**src/rtl/simple_uart.sv**
```systemverilog
// 8N1 UART, bit period div+2 clocks; TX start bit appears the cycle after a write is accepted, RX byte is valid right after the stop bit.
// A write stalls combinationally (reg_dat_wait) while the transmitter is in INIT or SEND; an unread RX byte is overwritten.
module simple_uart (
  input  logic        clk,
  input  logic        resetn,
  output logic        ser_tx,
  input  logic        ser_rx,
  input  logic [3:0]  reg_div_we,
  input  logic [31:0] reg_div_di,
  output logic [31:0] reg_div_do,
  input  logic        reg_dat_we,
  input  logic        reg_dat_re,
  input  logic [31:0] reg_dat_di,
  output logic [31:0] reg_dat_do,
  output logic        reg_dat_wait
);

  localparam logic [1:0] TX_INIT = 2'd0, TX_IDLE = 2'd1, TX_SEND = 2'd2;
  localparam logic [1:0] RX_IDLE = 2'd0, RX_START = 2'd1, RX_DATA = 2'd2, RX_STOP = 2'd3;

  logic [31:0] div_q, div_d;
  logic [32:0] bit_last, half_per, half_last;

  logic [1:0]  tx_state_q, tx_state_d;
  logic [32:0] tx_cnt_q, tx_cnt_d;
  logic [3:0]  tx_bit_q, tx_bit_d;
  logic [8:0]  tx_shift_q, tx_shift_d;
  logic        ser_tx_q, ser_tx_d;

  logic        rx_meta_q, rx_sync_q;
  logic [1:0]  rx_state_q, rx_state_d;
  logic [32:0] rx_cnt_q, rx_cnt_d;
  logic [2:0]  rx_bit_q, rx_bit_d;
  logic [7:0]  rx_shift_q, rx_shift_d;
  logic [7:0]  rx_dat_q, rx_dat_d;
  logic        rx_vld_q, rx_vld_d;

  logic        dat_di_unused;

  // 33-bit arithmetic so div = 2^32-1 still yields a correct period.
  assign bit_last  = {1'b0, div_q} + 33'd1;
  assign half_per  = ({1'b0, div_q} + 33'd2) >> 1;
  assign half_last = half_per - 33'd1;

  assign reg_div_do    = div_q;
  assign ser_tx        = ser_tx_q;
  assign reg_dat_wait  = reg_dat_we && (tx_state_q != TX_IDLE);
  assign reg_dat_do    = rx_vld_q ? {24'd0, rx_dat_q} : 32'hFFFF_FFFF;
  assign dat_di_unused = ^reg_dat_di[31:8];

  always_comb begin
    div_d = div_q;
    for (int i = 0; i < 4; i++) begin
      if (reg_div_we[i]) div_d[8*i +: 8] = reg_div_di[8*i +: 8];
    end
  end

  always_comb begin
    tx_state_d = tx_state_q;
    tx_cnt_d   = tx_cnt_q + 33'd1;
    tx_bit_d   = tx_bit_q;
    tx_shift_d = tx_shift_q;
    ser_tx_d   = ser_tx_q;
    case (tx_state_q)
      TX_INIT: begin
        ser_tx_d = 1'b1;
        if (tx_cnt_q >= bit_last) begin
          tx_cnt_d = '0;
          if (tx_bit_q == 4'd14) begin
            tx_state_d = TX_IDLE;
            tx_bit_d   = '0;
          end else begin
            tx_bit_d = tx_bit_q + 4'd1;
          end
        end
      end
      TX_IDLE: begin
        tx_cnt_d = '0;
        if (reg_dat_we) begin
          tx_state_d = TX_SEND;
          tx_shift_d = {1'b1, reg_dat_di[7:0]};
          tx_bit_d   = '0;
          ser_tx_d   = 1'b0;
        end
      end
      TX_SEND: begin
        if (tx_cnt_q >= bit_last) begin
          tx_cnt_d = '0;
          if (tx_bit_q == 4'd9) begin
            tx_state_d = TX_IDLE;
            tx_bit_d   = '0;
            ser_tx_d   = 1'b1;
          end else begin
            ser_tx_d   = tx_shift_q[0];
            tx_shift_d = {1'b1, tx_shift_q[8:1]};
            tx_bit_d   = tx_bit_q + 4'd1;
          end
        end
      end
      default: begin
        tx_state_d = TX_INIT;
        tx_cnt_d   = '0;
        tx_bit_d   = '0;
        ser_tx_d   = 1'b1;
      end
    endcase
    // A divider write aborts whatever the transmitter was doing.
    if (|reg_div_we) begin
      tx_state_d = TX_INIT;
      tx_cnt_d   = '0;
      tx_bit_d   = '0;
      ser_tx_d   = 1'b1;
    end
  end

  always_comb begin
    rx_state_d = rx_state_q;
    rx_cnt_d   = rx_cnt_q + 33'd1;
    rx_bit_d   = rx_bit_q;
    rx_shift_d = rx_shift_q;
    rx_dat_d   = rx_dat_q;
    rx_vld_d   = rx_vld_q && !reg_dat_re;
    case (rx_state_q)
      RX_IDLE: begin
        rx_cnt_d = '0;
        if (!rx_sync_q) rx_state_d = RX_START;
      end
      RX_START: begin
        if (rx_cnt_q >= half_last) begin
          rx_cnt_d   = '0;
          rx_bit_d   = '0;
          rx_state_d = rx_sync_q ? RX_IDLE : RX_DATA;
        end
      end
      RX_DATA: begin
        if (rx_cnt_q >= bit_last) begin
          rx_cnt_d   = '0;
          rx_shift_d = {rx_sync_q, rx_shift_q[7:1]};
          if (rx_bit_q == 3'd7) rx_state_d = RX_STOP;
          else                  rx_bit_d   = rx_bit_q + 3'd1;
        end
      end
      default: begin
        if (rx_cnt_q >= bit_last) begin
          rx_cnt_d   = '0;
          rx_state_d = RX_IDLE;
          rx_dat_d   = rx_shift_q;
          rx_vld_d   = 1'b1;
        end
      end
    endcase
  end

  always_ff @(posedge clk) begin
    if (!resetn) begin
      div_q      <= 32'd1;
      tx_state_q <= TX_INIT;
      tx_cnt_q   <= '0;
      tx_bit_q   <= '0;
      tx_shift_q <= '1;
      ser_tx_q   <= 1'b1;
      rx_meta_q  <= 1'b1;
      rx_sync_q  <= 1'b1;
      rx_state_q <= RX_IDLE;
      rx_cnt_q   <= '0;
      rx_bit_q   <= '0;
      rx_shift_q <= '0;
      rx_dat_q   <= '0;
      rx_vld_q   <= 1'b0;
    end else begin
      div_q      <= div_d;
      tx_state_q <= tx_state_d;
      tx_cnt_q   <= tx_cnt_d;
      tx_bit_q   <= tx_bit_d;
      tx_shift_q <= tx_shift_d;
      ser_tx_q   <= ser_tx_d;
      rx_meta_q  <= ser_rx;
      rx_sync_q  <= rx_meta_q;
      rx_state_q <= rx_state_d;
      rx_cnt_q   <= rx_cnt_d;
      rx_bit_q   <= rx_bit_d;
      rx_shift_q <= rx_shift_d;
      rx_dat_q   <= rx_dat_d;
      rx_vld_q   <= rx_vld_d;
    end
  end

endmodule

```
**config.mk**
```make
export PLATFORM = sky130hd
export DESIGN_NAME = simple_uart
export DESIGN_NICKNAME = d
export VERILOG_FILES = /design/src/rtl/simple_uart.sv
export SDC_FILE = /design/constraint.sdc
export NUM_CORES = 1
export LEC_CHECK = 0
export CORE_MARGIN = 8
export CORE_UTILIZATION = 56
export DETAILED_ROUTE_END_ITERATION = 8
export PLACE_DENSITY = 0.85
export SETUP_SLACK_MARGIN = 0.5
export SLEW_MARGIN = 0
export SYNTH_ARGS = -nofsm -noshare
export SYNTH_HDL_FRONTEND = slang
export SYNTH_SLANG_ARGS = --single-unit
```
**constraint.sdc**
```tcl
create_clock -name clk -period 4.7 [get_ports clk]
set_input_delay 0.47 -clock clk [delete_from_list [all_inputs] [get_ports clk]]
set_output_delay 0.47 -clock clk [all_outputs]
set_load 0.02 [all_outputs]
```
==> results of run 1 <==
per-layer routing:
metal	vias up	part of all wire (%)	wire length [µm]
met5	-	0	0
met4	0	6.2	1950
met3	202	10	3140
met2	645	45	14300
met1	4668	38	12100
li1	4493	-	-
how the worst min path moves through the flow:
| stage | slack (ns) | cells past startpoint | endpoint | startpoint |
|---|---|---|---|---|
| 2_1_floorplan | 0.39 | 1 | rx_sync_q | rx_meta_q |
| 3_3_place_gp | 0.39 | 1 | rx_sync_q | rx_meta_q |
| 3_5_place_dp | 0.42 | 1 | rx_sync_q | rx_meta_q |
| 4_1_cts | 0.43 | 3 | tx_bit_q[1] | resetn |
| 5_1_grt | 0.44 | 1 | rx_sync_q | rx_meta_q |
| 6_report | 0.42 | 1 | rx_sync_q | rx_meta_q |
cell usage after synthesis, drive strengths merged (3+ instances only):
cell | n | area share (%)
nand2 | 106 | 4.0
a211oi | 7 | 0.57
or3 | 9 | 0.56
mux2 | 10 | 1.1
and2 | 10 | 0.62
buf | 42 | 2.7
o22ai | 3 | 0.19
or4 | 3 | 0.22
xnor2 | 71 | 6.2
a221oi | 5 | 0.50
o21ai | 26 | 1.3
mux2i | 50 | 5.0
nand4 | 47 | 3.3
nor2 | 122 | 4.5
xor2 | 74 | 6.4
nand2b | 21 | 1.3
nor2b | 45 | 2.8
nand3 | 77 | 4.0
and3 | 19 | 1.2
a21oi | 39 | 1.9
o211ai | 5 | 0.37
nor4 | 15 | 1.1
a21o | 27 | 2.0
dfxtp | 137 | 27
and4 | 14 | 1.2
o21a | 5 | 0.37
inv | 19 | 0.71
o32ai | 3 | 0.26
ha | 105 | 13
a31oi | 5 | 0.31
clkbuf | 34 | 1.3
nor3 | 18 | 0.94
a211o | 3 | 0.26
repair_timing:
| item | 4_1_cts | 5_1_grt |
|---|---|---|
| pin swaps | 20 | 65 |
| gates resized for setup | 33 | 75 |
| buffers inserted | 15 | 15 |
| setup endpoints to repair | 95 | 103 |
| hold buffers | 0 | 0 |
| cloned | 4 | 0 |
flip-flops by register name, indices dropped and copies added (netlist names):
signal      cells
tx_cnt_q       33
reg_div_do     32
rx_cnt_q       33
tx_shift_q      8
rx_dat_q        8
rx_meta_q       1
tx_bit_q        4
rx_sync_q       1
rx_bit_q        3
rx_shift_q      8
rx_vld_q        1
ser_tx          1
tx_state_q      2
rx_state_q      2
logic make-up after synthesis:
group                    Yosys count  synth area share [%]
AO/OA/AOI/OAI                    145                  9.81
XOR/XNOR                         145                  12.6
AND/OR/NAND/NOR                  514                  26.5
adder cells (fa/ha/maj)          105                  13.0
multiplexers                      60                  6.09
flip-flops                       137                  27.2
buffers and inverters             95                  4.68
report_power, final:
part / internal [W] / leakage, nW / switching, W / total (W)
combinational: 0.000213 / 3.68 / 0.000254 / 0.000467
sequential: 0.00118 / 1.12 / 0.0000449 / 0.00123
clock: 0.000799 / 0.276 / 0.000550 / 0.00135
total: 0.00219 / 5.07 / 0.000849 / 0.00304
worst max-delay path, delay by kind of cell, from the launching register on:
kind,cells,cell delay [ns]
AND/OR/NAND/NOR,8,1.64
AO/OA/AOI/OAI,5,1.33
buffers and inverters,3,0.48
flip-flops,1,0.37
adder cells (fa/ha/maj),1,0.28
XOR/XNOR,1,0.17
metrics by stage:
stage,instance area [µm²],total power [W]
finish,12700,0.00304
global route,12700,0.00312
CTS,12300,0.00299
detailed placement,11400,0.00163
global placement,11400,0.00162
floorplan,10100,0.00148
layout make-up:
class,instances,area share (%)
clock buffers,19,3.47
inverters,19,0.559
multi-input cells,973,57.7
well taps,229,2.25
clock inverters,13,1.13
flip-flops and latches,137,21.7
repair buffers,182,13.2
==> metrics.txt, run 1 <==
CP Cell Sequence=buf_4 -> buf_4 -> and4_1 -> nand3_1 -> or2_2 -> a221oi_2 -> and3_1 -> and3_1 -> nand3_1 -> xnor2_2 -> ha_1 -> nand4_1 -> o311a_1 -> o211ai_1 -> buf_4 -> a21o_4 -> a21bo_4 -> nor2_1; Reg-to-Reg Start=reg_div_do[1]; Post-Route WL=31,500 µm; Worst-Skew Late Latency=between 0.4 and 0.5 ns; diode count=0; setup_tns=0 ns; RSZ-0062 raised after global routing=yes; critical path endpoint category=flop; most used routing layer=met2; crit path time final=about 4.4 ns; Reg2Reg Setup Slack=roughly 0.28 ns; Main synth FF type=dfxtp_1; Critical-path top delay cell=o311a_1; kind of critical path=flop to flop; Starting Density=56.6%; Mapped Cells=approximately 1,200; Max clock buf depth=2; most frequent cells in the layout=dfxtp_1 (123), clkdlybuf4s50_1 (113), nor2_1 (104), ha_1 (104), nand2_1 (103); Area Growth Syn to Fin=26.6%; Hold WC Path Type=flop to flop; Place WS=around 0.019 ns; register area share after synthesis=between 20% and 30%; critical path's most frequent cell=buf_4; Final HPWL DP=approximately 20,000 µm; DR vias=around 10,000; status=complete, no violations; Max-Cap Viols=0; synthesized area per cell=approximately 8.4 µm²; row count=49; clk slew on worst S/H paths=roughly 0.06 ns; area of the multi-input gates=~7400 µm²; routed vias/inst=about 6.4; R2R depth=18; FF+latch area=2770 µm²; startpoint types=flop; Crit path largest cell delay=0.44 ns; first-pass GRT wire length=45,100 µm; WL/cell=20.0 µm; Leak Pwr=5.07 nW; CP startpoint=reg_div_do[1]; Final WS setup=between 0.2 and 0.3 ns; Sink Count=137; Critical R2R Capture=rx_cnt_q[23]; initial antenna violation count=0; pwr/cell area=~240 nW/µm²; DR iter-0 viols=1,203; count of boundary I/O pins=139; Syn Std Cell Area=between 10,000 and 15,000 µm²; CORE AREA=approximately 18,000 µm²; met1 Track Usage GR=between 20% and 30%; yosys warns=0; Die Wd=150 µm; number of global-route vias before repair=9,246; Req. time, crit path=approximately 5 ns; Slew headroom=between 40 and 50%; Root Buffer=clkbuf_16; Async SR Flop Fraction=0%; Hold Fails Final Rpt=0; Non-Filler Instances=roughly 1,600; share of layout cells above drive strength 1=approximately 16%; DRT Pass-1 Iters=7; grt met2 use=between 40% and 50%; met3 Track Usage GR=approximately 6.5%; Remaining DRCs=0; CTS tree=yes; H-tree Lvls=4; crit-path max FO=8; Period Utilization, post-route=between 90% and 100%; hold_ws=approximately 0.42 ns; die area=around 23,000 µm²; final setup violating endpoints=0; post-synthesis cell type count=68; FILL cells=approximately 1,200; slew of the pin with the lowest slew margin=0.779 ns; largest net degree at the start of global routing=83; crit path DAT=~4.7 ns; Chip Height=between 150 and 200 µm; cts bufs inserted=17; highest clock rate=between 200 and 250 MHz; placed insts=roughly 1,500; Max Slew Vio Count=0; Clock Skew=between 0.009 and 0.01 ns; Syn Nets=between 1,000 and 1,500; Final Util=around 72%; number of flops mapped to enable cells by yosys=0; GP Congestion=approximately 0.9; port bufs=114; nets=1,508; Peak VDD IR=about 260 µV; Setup crit end=rx_cnt_q[23]; Global Route Usage Sum=between 20% and 30%; flops & latches, synth=approximately 140; Final ANT Viol Nets=0; global route overflow=0; commonest non-fill, non-tap cell in the layout=dfxtp_1
(Power assumes the default switching activity.)
==> inputs of run 2 (changes only) <==
--- a/config.mk
+++ b/config.mk
@@ -7,6 +7,7 @@
 export LEC_CHECK = 0
 export CORE_MARGIN = 8
 export CORE_UTILIZATION = 56
+export CTS_CLUSTER_SIZE = 8
 export DETAILED_ROUTE_END_ITERATION = 8
 export PLACE_DENSITY = 0.85
 export SETUP_SLACK_MARGIN = 0.5
==> results of run 2 <==
Final layout, timing and power as in run 1 (identical DEF).
